--- config.mk ---
export PLATFORM = sky130hd
export DESIGN_NAME = sram_ctrl_seq
export DESIGN_NICKNAME = d
export VERILOG_FILES = /design/src/rtl/sram_ctrl_pkg.sv /design/src/rtl/sram_ser_shifter.sv /design/src/rtl/sram_ctrl_seq.sv
export SDC_FILE = /design/constraint.sdc
export NUM_CORES = 1
export LEC_CHECK = 0
export ABC_AREA = 1
export CAP_MARGIN = 20
export CORE_ASPECT_RATIO = 1.1
export CORE_MARGIN = 3
export CORE_UTILIZATION = 48
export CTS_CLUSTER_DIAMETER = 30
export DETAILED_ROUTE_END_ITERATION = 8
export PLACE_DENSITY = 0.79
export SLEW_MARGIN = 20
export SYNTH_ARGS = -nofsm -noshare
export SYNTH_HDL_FRONTEND = slang
export SYNTH_HIERARCHICAL = 1
export SYNTH_SLANG_ARGS = --single-unit
--- constraint.sdc ---
create_clock -name clk -period 2.3 [get_ports clk]
set_clock_uncertainty 0.15 [all_clocks]
set_input_delay 0.69 -clock clk [delete_from_list [all_inputs] [get_ports clk]]
set_output_delay 0.69 -clock clk [all_outputs]
set_load 0.02 [all_outputs]
--- src/rtl/sram_ctrl_pkg.sv ---
// Shared types and defaults for the SRAM command sequencer.
package sram_ctrl_pkg;

  typedef enum logic [2:0] {
    IDLE,
    SHIFT,
    WRITE,
    READ,
    WAIT_RD,
    RESP
  } ctrl_state_e;

  localparam int DEF_ROWS         = 16;
  localparam int DEF_COLS         = 8;
  localparam int DEF_SHIFT_CYCLES = 2;
  localparam int DEF_RD_TIMEOUT   = 15;

  function automatic int slot_count(input int cols, input int sc);
    return cols * sc;
  endfunction

endpackage

--- src/rtl/sram_ser_shifter.sv ---
// Parallel-to-serial shifter: emits load_data MSB first, each bit held for
// SHIFT_CYCLES cycles with shift=1, and pulses done on the final cycle.
module sram_ser_shifter
  import sram_ctrl_pkg::*;
#(
  parameter int COLS         = DEF_COLS,
  parameter int SHIFT_CYCLES = DEF_SHIFT_CYCLES
) (
  input  logic            clk,
  input  logic            arst_n,
  input  logic            load,
  input  logic [COLS-1:0] load_data,
  output logic            serial_in,
  output logic            shift,
  output logic            done
);

  localparam int HW = $clog2(SHIFT_CYCLES + 1);
  localparam int BW = $clog2(COLS + 1);

  logic [COLS-1:0] sreg;
  logic [HW-1:0]   hold_cnt;
  logic [BW-1:0]   bit_cnt;
  logic            last_hold;
  logic            last_bit;

  assign last_hold = (hold_cnt == HW'(SHIFT_CYCLES - 1));
  assign last_bit  = (bit_cnt == BW'(COLS - 1));
  assign done      = shift && last_hold && last_bit;

  // The current bit always sits in the MSB of sreg; clearing sreg after the
  // last slot returns serial_in to 0 without a separate output register.
  assign serial_in = sreg[COLS-1];

  always_ff @(posedge clk or negedge arst_n) begin
    if (!arst_n) begin
      sreg     <= '0;
      shift    <= 1'b0;
      hold_cnt <= '0;
      bit_cnt  <= '0;
    end else if (load) begin
      sreg     <= load_data;
      shift    <= 1'b1;
      hold_cnt <= '0;
      bit_cnt  <= '0;
    end else if (shift) begin
      if (!last_hold) begin
        hold_cnt <= hold_cnt + 1'b1;
      end else begin
        hold_cnt <= '0;
        if (last_bit) begin
          shift <= 1'b0;
          sreg  <= '0;
        end else begin
          bit_cnt <= bit_cnt + 1'b1;
          sreg    <= sreg << 1;
        end
      end
    end
  end

endmodule

--- src/rtl/sram_ctrl_seq.sv ---
// Command sequencer in front of sram_top: serialises writes, issues reads with
// a timeout and returns a one-cycle response per command.
module sram_ctrl_seq
  import sram_ctrl_pkg::*;
#(
  parameter int ROWS         = DEF_ROWS,
  parameter int COLS         = DEF_COLS,
  parameter int SHIFT_CYCLES = DEF_SHIFT_CYCLES,
  parameter int RD_TIMEOUT   = DEF_RD_TIMEOUT,
  localparam int AW          = (ROWS > 1) ? $clog2(ROWS) : 1
) (
  input  logic            clk,
  input  logic            arst_n,
  input  logic            req_valid,
  output logic            req_ready,
  input  logic            req_we,
  input  logic [AW-1:0]   req_addr,
  input  logic [COLS-1:0] req_wdata,
  output logic            rsp_valid,
  output logic            rsp_err,
  output logic [COLS-1:0] rsp_rdata,
  output logic            busy,
  output logic            serial_in,
  output logic            shift,
  output logic            w_en,
  output logic            r_en,
  output logic [AW-1:0]   addr,
  input  logic            data_valid,
  input  logic [COLS-1:0] data_out
);

  localparam int TW = $clog2(RD_TIMEOUT + 1);
  localparam logic [AW:0] ROWS_LIM = (AW + 1)'(ROWS);

  ctrl_state_e     state, next_state;
  logic [TW-1:0]   rd_cnt, rd_cnt_d;
  logic            load;
  logic            sh_done;
  logic            rsp_err_d;
  logic [COLS-1:0] rsp_rdata_d;

  assign req_ready = (state == IDLE);
  assign busy      = (state != IDLE);

  sram_ser_shifter #(
    .COLS         (COLS),
    .SHIFT_CYCLES (SHIFT_CYCLES)
  ) u_shifter (
    .clk       (clk),
    .arst_n    (arst_n),
    .load      (load),
    .load_data (req_wdata),
    .serial_in (serial_in),
    .shift     (shift),
    .done      (sh_done)
  );

  // Response fields are only non-zero on the transition into RESP.
  always_comb begin
    next_state  = state;
    load        = 1'b0;
    rd_cnt_d    = rd_cnt;
    rsp_err_d   = 1'b0;
    rsp_rdata_d = '0;
    case (state)
      IDLE: begin
        if (req_valid) begin
          if ({1'b0, req_addr} >= ROWS_LIM) begin
            next_state = RESP;
            rsp_err_d  = 1'b1;
          end else if (req_we) begin
            next_state = SHIFT;
            load       = 1'b1;
          end else begin
            next_state = READ;
          end
        end
      end
      SHIFT: begin
        if (sh_done) next_state = WRITE;
      end
      WRITE: next_state = RESP;
      READ: begin
        if (data_valid) begin
          next_state  = RESP;
          rsp_rdata_d = data_out;
        end else begin
          next_state = WAIT_RD;
          rd_cnt_d   = '0;
        end
      end
      WAIT_RD: begin
        if (data_valid) begin
          next_state  = RESP;
          rsp_rdata_d = data_out;
        end else if (rd_cnt == TW'(RD_TIMEOUT - 1)) begin
          next_state = RESP;
          rsp_err_d  = 1'b1;
        end else begin
          rd_cnt_d = rd_cnt + 1'b1;
        end
      end
      RESP:    next_state = IDLE;
      default: next_state = IDLE;
    endcase
  end

  // Strobes are registered from the next state so they line up with it.
  always_ff @(posedge clk or negedge arst_n) begin
    if (!arst_n) begin
      state     <= IDLE;
      rd_cnt    <= '0;
      addr      <= '0;
      w_en      <= 1'b0;
      r_en      <= 1'b0;
      rsp_valid <= 1'b0;
      rsp_err   <= 1'b0;
      rsp_rdata <= '0;
    end else begin
      state     <= next_state;
      rd_cnt    <= rd_cnt_d;
      if (req_valid && req_ready) addr <= req_addr;
      w_en      <= (next_state == WRITE);
      r_en      <= (next_state == READ);
      rsp_valid <= (next_state == RESP);
      rsp_err   <= rsp_err_d;
      rsp_rdata <= rsp_rdata_d;
    end
  end

endmodule
**After elaboration in Yosys (flattened, before gate mapping)**

Cells that the tools add are included.

- Flip-flop bits (word level): 38
- Input port bits: 25
- Output and inout bits: 20

- Add/sub/neg operators: 3
- Equality and inequality tests: 14
- Mux-type cells: 34
- Reductions and logical operators: 12

Operators with widths:

| operator | count |
|---|---|
| two-way mux 8 bit | 6 |
| two-way mux 4 bit | 7 |
| one-hot mux 3 bit (5 select lines) | 1 |
| equality test 3 x 2 -> 1 bit, second input constant | 4 |
| two-way mux 3 bit | 4 |
| two-way mux 1 bit | 11 |
| adder 4 x 1 -> 4 bit, second input constant | 2 |
| two-way mux 2 bit | 4 |
| != test 2 bit, second input constant | 4 |
| one-hot mux 4 bit (2 select lines) | 1 |
| equality test 3 bit, second input constant | 2 |
| nonzero test 2 bit | 3 |
| equality test 4 x 3 -> 1 bit, second input constant | 1 |
| equality test 4 bit, second input constant | 1 |
| AND reduction 4 bit | 1 |
| equality test 3 x 1 -> 1 bit, second input constant | 1 |
| logical AND 1 bit | 3 |
| zero test 3 bit | 1 |
| AND reduction 3 bit | 1 |
| nonzero test 3 bit | 1 |
| adder 2 x 1 -> 2 bit, second input constant | 1 |
| equality test 2 x 1 -> 1 bit, second input constant | 1 |
| AND reduction 2 bit | 1 |
| OR reduction 2 bit | 1 |

**Logic depth before layout (Yosys ltp)**

Gate-level depths: netlist of run 1.

- Depth after elaboration: 6
- Gate-level depth with buffers: 9
- Mapped depth without buffers: 9

**Hierarchy**

The synthesis of run 1 kept the hierarchy.

Modules (own cells, without submodules):

| module | times used | cells an instance | area an instance (um^2) | sequential area each (um^2) |
|---|---|---|---|---|
| sram_ctrl_seq | 1 | 112 | 991.0 | 575.6 |
| sram_ser_shifter | 1 | 92 | 767.0 | 375.4 |

**Worst setup path after synthesis of run 1**

Ideal clock, no wire load.

- Path kind: flip-flop to flip-flop
- From: reg state[1]
- To: reg u_shifter.sreg[1]
- Setup time: 0.117 ns
- Arrival time: 1.908 ns
- Required time: 2.033 ns
- Path slack: 0.126 ns
- Stages on the path, launching flop included: 10
- Path through: dfrtp_1 > inv_1 > nand2_1 > nor2_4 > inv_1 > nor2_1 > inv_2 > nand2_1 > o21a_1 > nand2_1

- Word-level cells in the longest chain between the ends: 4
- Elaborated cells between the ends (all ways): 6

Ends and longest elaborated chain:

| item | line | source |
|---|---|---|
| start: declaration | sram_ctrl_seq.sv:35 | `ctrl_state_e state, next_state;` |
| start signal: assignment | sram_ctrl_seq.sv:120 | `state <= next_state;` |
| zero test 3 bit (*) | n/a |  |
| via req_ready | sram_ctrl_seq.sv:15 | `output logic req_ready,` |
| two-way mux 1 bit (*) | sram_ctrl_seq.sv:65 | `case (state)` |
| via load | sram_ctrl_seq.sv:37 | `logic load;` |
| nonzero test 2 bit (no line) | n/a |  |
| AND reduction 2 bit (no line) | n/a |  |
| end signal: assignment | sram_ser_shifter.sv:42 | `sreg <= load_data;` |
| end signal: assignment | sram_ser_shifter.sv:56 | `sreg <= sreg << 1;` |
| end: declaration | sram_ser_shifter.sv:21 | `logic [COLS-1:0] sreg;` |

The timed path passes the listed nets; every way through them passes the cells marked *.
A chain may end at the register's enable or synchronous reset.

**Worst setup path after layout of run 1**

- From: reg state[1]
- To: out req_ready

- Word-level cells in the longest chain between the ends: 1

Ends and longest elaborated chain:

| item | line | source |
|---|---|---|
| zero test 3 bit | sram_ctrl_seq.sv:42 | `assign req_ready = (state == IDLE);` |
| end: declaration | sram_ctrl_seq.sv:15 |  |

Every way passes these cells.

==> results of run 1 <==
registers in the layout, indices dropped and copies added (netlist names):
name                cells
r_en                    1
state                   3
u_shifter/sreg          8
rd_cnt                  4
rsp_valid               1
rsp_err                 1
addr                    4
u_shifter/shift         1
u_shifter/hold_cnt      2
w_en                    1
u_shifter/bit_cnt       4
rsp_rdata               8
critical path: cells and delay by family, from the launching register on:
kind | cells | cell delay (ns)
flops | 1 | 0.41
simple gates | 2 | 0.19
buf+inv | 2 | 0.44
worst paths after layout:
path,end,cells after the start
worst max-delay path,req_ready,4
worst min-delay path,addr[0]$_DFFE_PN0P_,1
worst max register to register,u_shifter/sreg[3]$_DFFE_PN0P_,10
worst min register to register,addr[2]$_DFFE_PN0P_,2
max in group asynchronous,rsp_err$_DFF_PN0_,2
min in group clk,addr[2]$_DFFE_PN0P_,2
repair_timing:
action	CTS	global route
endpoints found under the setup margin	2	3
hold endpoints to repair	0	0
setup buffers	2	0
gates resized for setup	3	4
report_power, final:
| group | leakage (nW) | total (W) | internal [W] | switching [W] |
|---|---|---|---|---|
| Combinational | 0.642 | 0.00116 | 0.000485 | 0.000677 |
| Clock | 0.0353 | 0.000358 | 0.000148 | 0.000210 |
| Sequential | 0.500 | 0.00102 | 0.000865 | 0.000152 |
cell type report:
class                           instances  area, sq um
Inverter                               17        63.81
Clock inverter                          1        5.005
Multi-Input combinational cell        147        729.5
Timing Repair Buffer                   52        516.7
Clock buffer                            7        55.05
Sequential cell                        38        950.9
Fill cell                             303         1032
Tap cell                               48        60.06
cell families (layout without fill, tap and decap cells):
| group | after synthesis | after routing |
|---|---|---|
| AND/OR/NAND/NOR | 133 | 133 |
| buffers and inverters | 19 | 77 |
| XOR/XNOR | 2 | 2 |
| adder cells (fa/ha/maj) | 3 | 3 |
| flip-flops | 38 | 38 |
| AO/OA/AOI/OAI | 9 | 9 |
metrics by stage:
step	area [sq um]	power, W
after floorplan	1758	0.001758
after global placement	2307	0.002163
after detailed placement	2307	0.002190
after CTS	2380	0.002564
after global routing	2381	0.002743
final	2381	0.002537
layout by cell type (no fill, tap or decap), types with 2 or more instances in the layout:
cell             instances
buf_4                    6
inv_2                    3
inv_1                   14
ha_1                     3
clkdlybuf4s50_1         40
nand2_2                  5
a22oi_1                  2
nor2_2                   3
nand3_1                 21
dfrtp_1                 38
o21a_1                   3
nor2_1                  26
xnor2_1                  2
clkbuf_4                 5
buf_12                   2
o21ai_0                  2
nand4_1                  3
nor2_4                   2
nand2_1                 68
layer usage:
| metal | part of all wire [%] | track usage [%] |
|---|---|---|
| met1 | 46 | 21.61 |
| met2 | 46 | 26.80 |
| met3 | 7.1 | 6.321 |
| met4 | 1.8 | 8.633 |
| met5 | 0 | 0 |
==> flow_summary.toml, run 1 <==
[clock_tree]
cts.sinks = 38
numCtsBuffers = 5
htree_levels = 2
clock_latency_ns = 0.34
root_buffer = "clkbuf_4"
cts_buffer_depth = 2
cts.reportedPaths.clkPinSlew_ns = 0.10
tritoncts = "yes"
hold_buffers = 0

[worst_setup_path]
criticalPathCategory = "reg2out"
crit_path_end_kind = "output port"
reg2reg_setup_slack_ns = 0.60
cp_max_fo = 4
cp.arrival_ns = 1.36
cp-start-kind = "flip-flop"
crit_start = "state[1]$_DFF_PN0_"
critPathSlowestCell = "dfrtp_1"
timing.rr.start = "state[1]$_DFF_PN0_"
worstPathRequired_ns = 1.46
critPathMaxStageDelay_ns = 0.41
path_cells = "inv_2, nand2_2, nor2_4, dlygate4sd2_1"

[sta]
hold_ws_ns = 0.09473
rsz0062_at_grt = "no"
finalCritPeriodShare_pct = 95.75
finalHoldViolCount = 0
fin_crit_ns = 2.202
setup_ws_ns = 0.09785
setup_violations = 0
max_freq_mhz = 454.1
setup-tns-final_ns = 0
worst_pin_slew_ns = 0.3690
final_max_slew_viol_count = 0
slew-limit-headroom_pct = 75.31

[global_routing]
antenna_found_initial = 0
grt.overflow.total = 0
grt_pass1_vias = 1409
grt_usage_pct = 17.47
grt_max_degree = 24
grt_pass1_wl_um = 6065

[synthesis]
yosysTopAreaCellShare_pct = 54.09
synthTopCellsByArea = "dfrtp_1, nand2_1, nand3_1"
synth.area.mux_share_pct = 0
syn-cell-area_sq_um = 1758
synthCells = 204
synth_top_family_by_area = "simple AND/OR/NAND/NOR gates"
yosysMostFrequentCell = "nand2_1"
yosys.area.top_type = "dfrtp_1"
yosys_warnings = 6
synthAdderAreaFrac_pct = 2.135
synth_ff_type = "dfrtp_1"
synthSimpleGateAreaFrac_pct = 34.88
synth-seq-area-share_pct = 54.09
synth_xor_area_share_pct = 0.9964
synth.distinct_cells = 24
synth_seq_cells = 38
synthesis.nets = 232
synth.cells.most_frequent = "nand2_1, dfrtp_1, nor2_1"
synth-edff-count = 0
synth-async-reset-ratio_pct = 100.0
synth_compound_area_share_pct = 3.345
avgSynthCellArea_sq_um = 8.617

[final_layout]
diodes = 0
fin_util_pct = 69.76
instances_no_fill = 310
fin_nets = 289
drive_gt1_share_pct = 12.98
areaGrowthSynthToFinish_pct = 35.44

[die]
pin_count = 45
start_util_pct = 51.50
row_count = 22
die_width_um = 63.70
die_area_sq_um = 4425
design.core.area_sq_um = 3413
chipHeight_um = 69.47

[drt]
wirelength_um = 3526
drt-pass1-iter-count = 4
drc = 0
drtAntennaViolNets = 0
wl_per_cell_um = 11.37
drtIter0Drc = 54
num_vias = 1483
viasPerCell = 4.784

[place]
place_inst = 300
place_worst_setup_slack_ns = 0.05981
dpl.hpwl_um = 2656
portBuffers = 44
place_congestion = 0.7773

[power_and_ir_drop]
vdd_drop_max_mv = 0.7831
power.leakage_nw = 1.177
powerDensity_nw_per_um2 = 1065

[outcome]
status = "complete, no violations"

[run]
max_cap_viol_count = 0

[worst_hold_path]
hp-class = "in2async"
Note: power is estimated with default switching activity, not from simulation.
==> inputs of run 2 (changes only) <==
--- a/config.mk
+++ b/config.mk
@@ -11,6 +11,7 @@
 export CORE_MARGIN = 3
 export CORE_UTILIZATION = 48
 export CTS_CLUSTER_DIAMETER = 30
+export CTS_CLUSTER_SIZE = 30
 export DETAILED_ROUTE_END_ITERATION = 8
 export PLACE_DENSITY = 0.79
 export SLEW_MARGIN = 20
==> results of run 2 <==
No change in the layout: final DEF, timing and power equal those of run 1.
==> inputs of run 3 (changes only) <==
--- a/config.mk
+++ b/config.mk
@@ -14,6 +14,7 @@
 export CTS_CLUSTER_SIZE = 30
 export DETAILED_ROUTE_END_ITERATION = 8
 export PLACE_DENSITY = 0.79
+export SETUP_SLACK_MARGIN = 0.4
 export SLEW_MARGIN = 20
 export SYNTH_ARGS = -nofsm -noshare
 export SYNTH_HDL_FRONTEND = slang
==> flow_summary.toml, run 3 (same netlist as run 1, synthesis figures left out) <==
[outcome]
status = "complete, no violations"

[drt]
drt-pass1-iter-count = 4
drtIter0Drc = 55
wl_per_cell_um = 12.09
num_vias = 1596
drtAntennaViolNets = 0
viasPerCell = 4.881
wirelength_um = 3955
drc = 0

[worst_setup_path]
reg2reg_depth = 14
cp-start-kind = "flip-flop"
crit_top_cell = "buf_4"
critPathMaxStageDelay_ns = 0.39
cp_max_fo = 4
reg2reg_setup_slack_ns = 0.26
crit_path_end_kind = "flip-flop"
worstPathRequired_ns = 2.45
criticalPathCategory = "reg2reg"
critPathSlowestCell = "dfrtp_1"
path_cells = "inv_2, buf_4, buf_6, buf_4, buf_4, buf_6, buf_4, buf_6, nand3_4, nor2_4, nor2_4, buf_4, nand3b_1, nand2_1"
timing.rr.start = "state[0]$_DFF_PN0_"
r2r_end = "rd_cnt[1]$_DFFE_PN0P_"
cp.arrival_ns = 2.18

[die]
pin_count = 45
chipHeight_um = 69.47
start_util_pct = 51.50
design.core.area_sq_um = 3413
die_area_sq_um = 4425
row_count = 22
die_width_um = 63.70

[final_layout]
final_common_cell = "nand2_1"
drive_gt1_share_pct = 27.24
reg_top3 = "rsp_rdata x8, u_shifter/sreg x8"
mostFrequentLayoutCells = "nand2_1, dfrtp_1, clkdlybuf4s50_1"
areaGrowthSynthToFinish_pct = 43.84
multi_input_area_sq_um = 798.3
fin_nets = 306
instances_no_fill = 327
fill_cells = 272
seqCellArea_sq_um = 950.9
diodes = 0

[global_routing]
grt_max_degree = 39
grt_pass1_vias = 1474
antenna_found_initial = 0
grt_pass1_wl_um = 6451
grt_usage_pct = 18.56
grt.overflow.total = 0

[clock_tree]
clock_latency_ns = 0.35
numCtsBuffers = 5
cts.reportedPaths.clkPinSlew_ns = 0.12
htree_levels = 2
cts.sinks = 38
cts_buffer_depth = 2
root_buffer = "clkbuf_4"
tritoncts = "yes"

[sta]
worst_pin_slew_ns = 0.4626
finalHoldViolCount = 0
hold_ws_ns = 0.2143
setup_ws_ns = 0.2649
finalCritPeriodShare_pct = 88.48
rsz0062_at_grt = "yes"
setup_violations = 0
fin_crit_ns = 2.035
final_max_slew_viol_count = 0
slew-limit-headroom_pct = 69.16
max_freq_mhz = 491.4
setup-tns-final_ns = 0

[power_and_ir_drop]
swShare_pct = 40.56
power.leakage_nw = 1.279
p_switching_w = 0.001161
comb_power_share_pct = 49.2
vdd_drop_max_mv = 0.7683
powerDensity_nw_per_um2 = 1133
p_clk_share_pct = 15.6
power_frac_seq_pct = 35.2
p_int_w = 0.001702

[place]
place_congestion = 0.7751
place_worst_setup_slack_ns = 0.1015
place_inst = 301
dpl.hpwl_um = 2621
portBuffers = 44

[worst_hold_path]
hp-class = "in2async"

[run]
max_cap_viol_count = 0
-- run 3: changes by cell type in the layout (fill, tap and decap cells not counted), sizes merged --
cell | before | now
inv | 17 | 16
clkdlybuf4s15 | 0 | 8
clkbuf | 8 | 15
clkinvlp | 0 | 1
bufinv | 0 | 1
nor2 | 32 | 33
dlygate4sd2 | 1 | 0
dlymetal6s2s | 1 | 0
clkinv | 1 | 2
buf | 9 | 27
clkdlybuf4s50 | 40 | 23
-- run 3: final cells by class --
cell class / count / share of cell area (%)
timing repair buffer: 68 / 22.71
clock buffer: 5 / 1.484
tap: 48 / 2.375
inverter: 17 / 2.672
multi-input combinational: 148 / 31.57
clock inverter: 3 / 1.583
sequential: 38 / 37.61
-- run 3: power groups by stage --
stage	clock network (W)	registers (W)	logic (W)
after floorplan	0	0.00110	0.000666
after global placement	0	0.00103	0.00115
after detailed placement	0	0.00103	0.00116
after CTS	0.000456	0.00101	0.00129
after global routing	0.000487	0.00104	0.00155
final	0.000446	0.00101	0.00141
-- run 3: per-stage QoR --
step	area, sq um	util (%)	total power, W
after detailed placement	2297	67.30	0.002196
after CTS	2452	71.85	0.002748
after global placement	2297	67.30	0.002173
after floorplan	1765	-	0.001765
final	2529	74.08	0.002864
after global routing	2529	74.08	0.003074
-- run 3: how the worst max path moves through the flow --
| stage | from | end | slack (ns) | cells after the start |
|---|---|---|---|---|
| after floorplan | state[1]$_DFF_PN0_ | u_shifter/sreg[1]$_DFFE_PN0P_ | 0.44 | 9 |
| after global placement | state[1]$_DFF_PN0_ | req_ready | 0.13 | 4 |
| after detailed placement | state[1]$_DFF_PN0_ | req_ready | 0.10 | 4 |
| after CTS | state[0]$_DFF_PN0_ | busy | 0.25 | 5 |
| after global routing | state[0]$_DFF_PN0_ | rd_cnt[1]$_DFFE_PN0P_ | 0.18 | 14 |
| final | state[0]$_DFF_PN0_ | rd_cnt[1]$_DFFE_PN0P_ | 0.26 | 14 |
-- run 3: routing by layer --
| layer | GRT usage [%] | vias up | part of all wire (%) |
|---|---|---|---|
| li1 | - | 801 | - |
| met1 | 23.60 | 728 | 43 |
| met2 | 28.65 | 59 | 48 |
| met3 | 5.348 | 8 | 7.4 |
| met4 | 9.353 | 0 | 1.6 |
| met5 | 0 | - | 0 |
-- run 3: what timing repair did --
action                                 4_1_cts  5_1_grt
buffers inserted                            12        5
pin swaps                                    2       10
resized for setup                           41       38
endpoints found under the hold margin        0        0
hold buffers                                 0        0
setup endpoints to repair                   20       41
cloned                                       0        1
-- run 3: critical path: cells and delay by family, from the launching register on --
kind                   cells  cell delay [ns]
buffers and inverters      9             1.03
and+or+nand+nor            5             0.43
DFF                        1             0.39
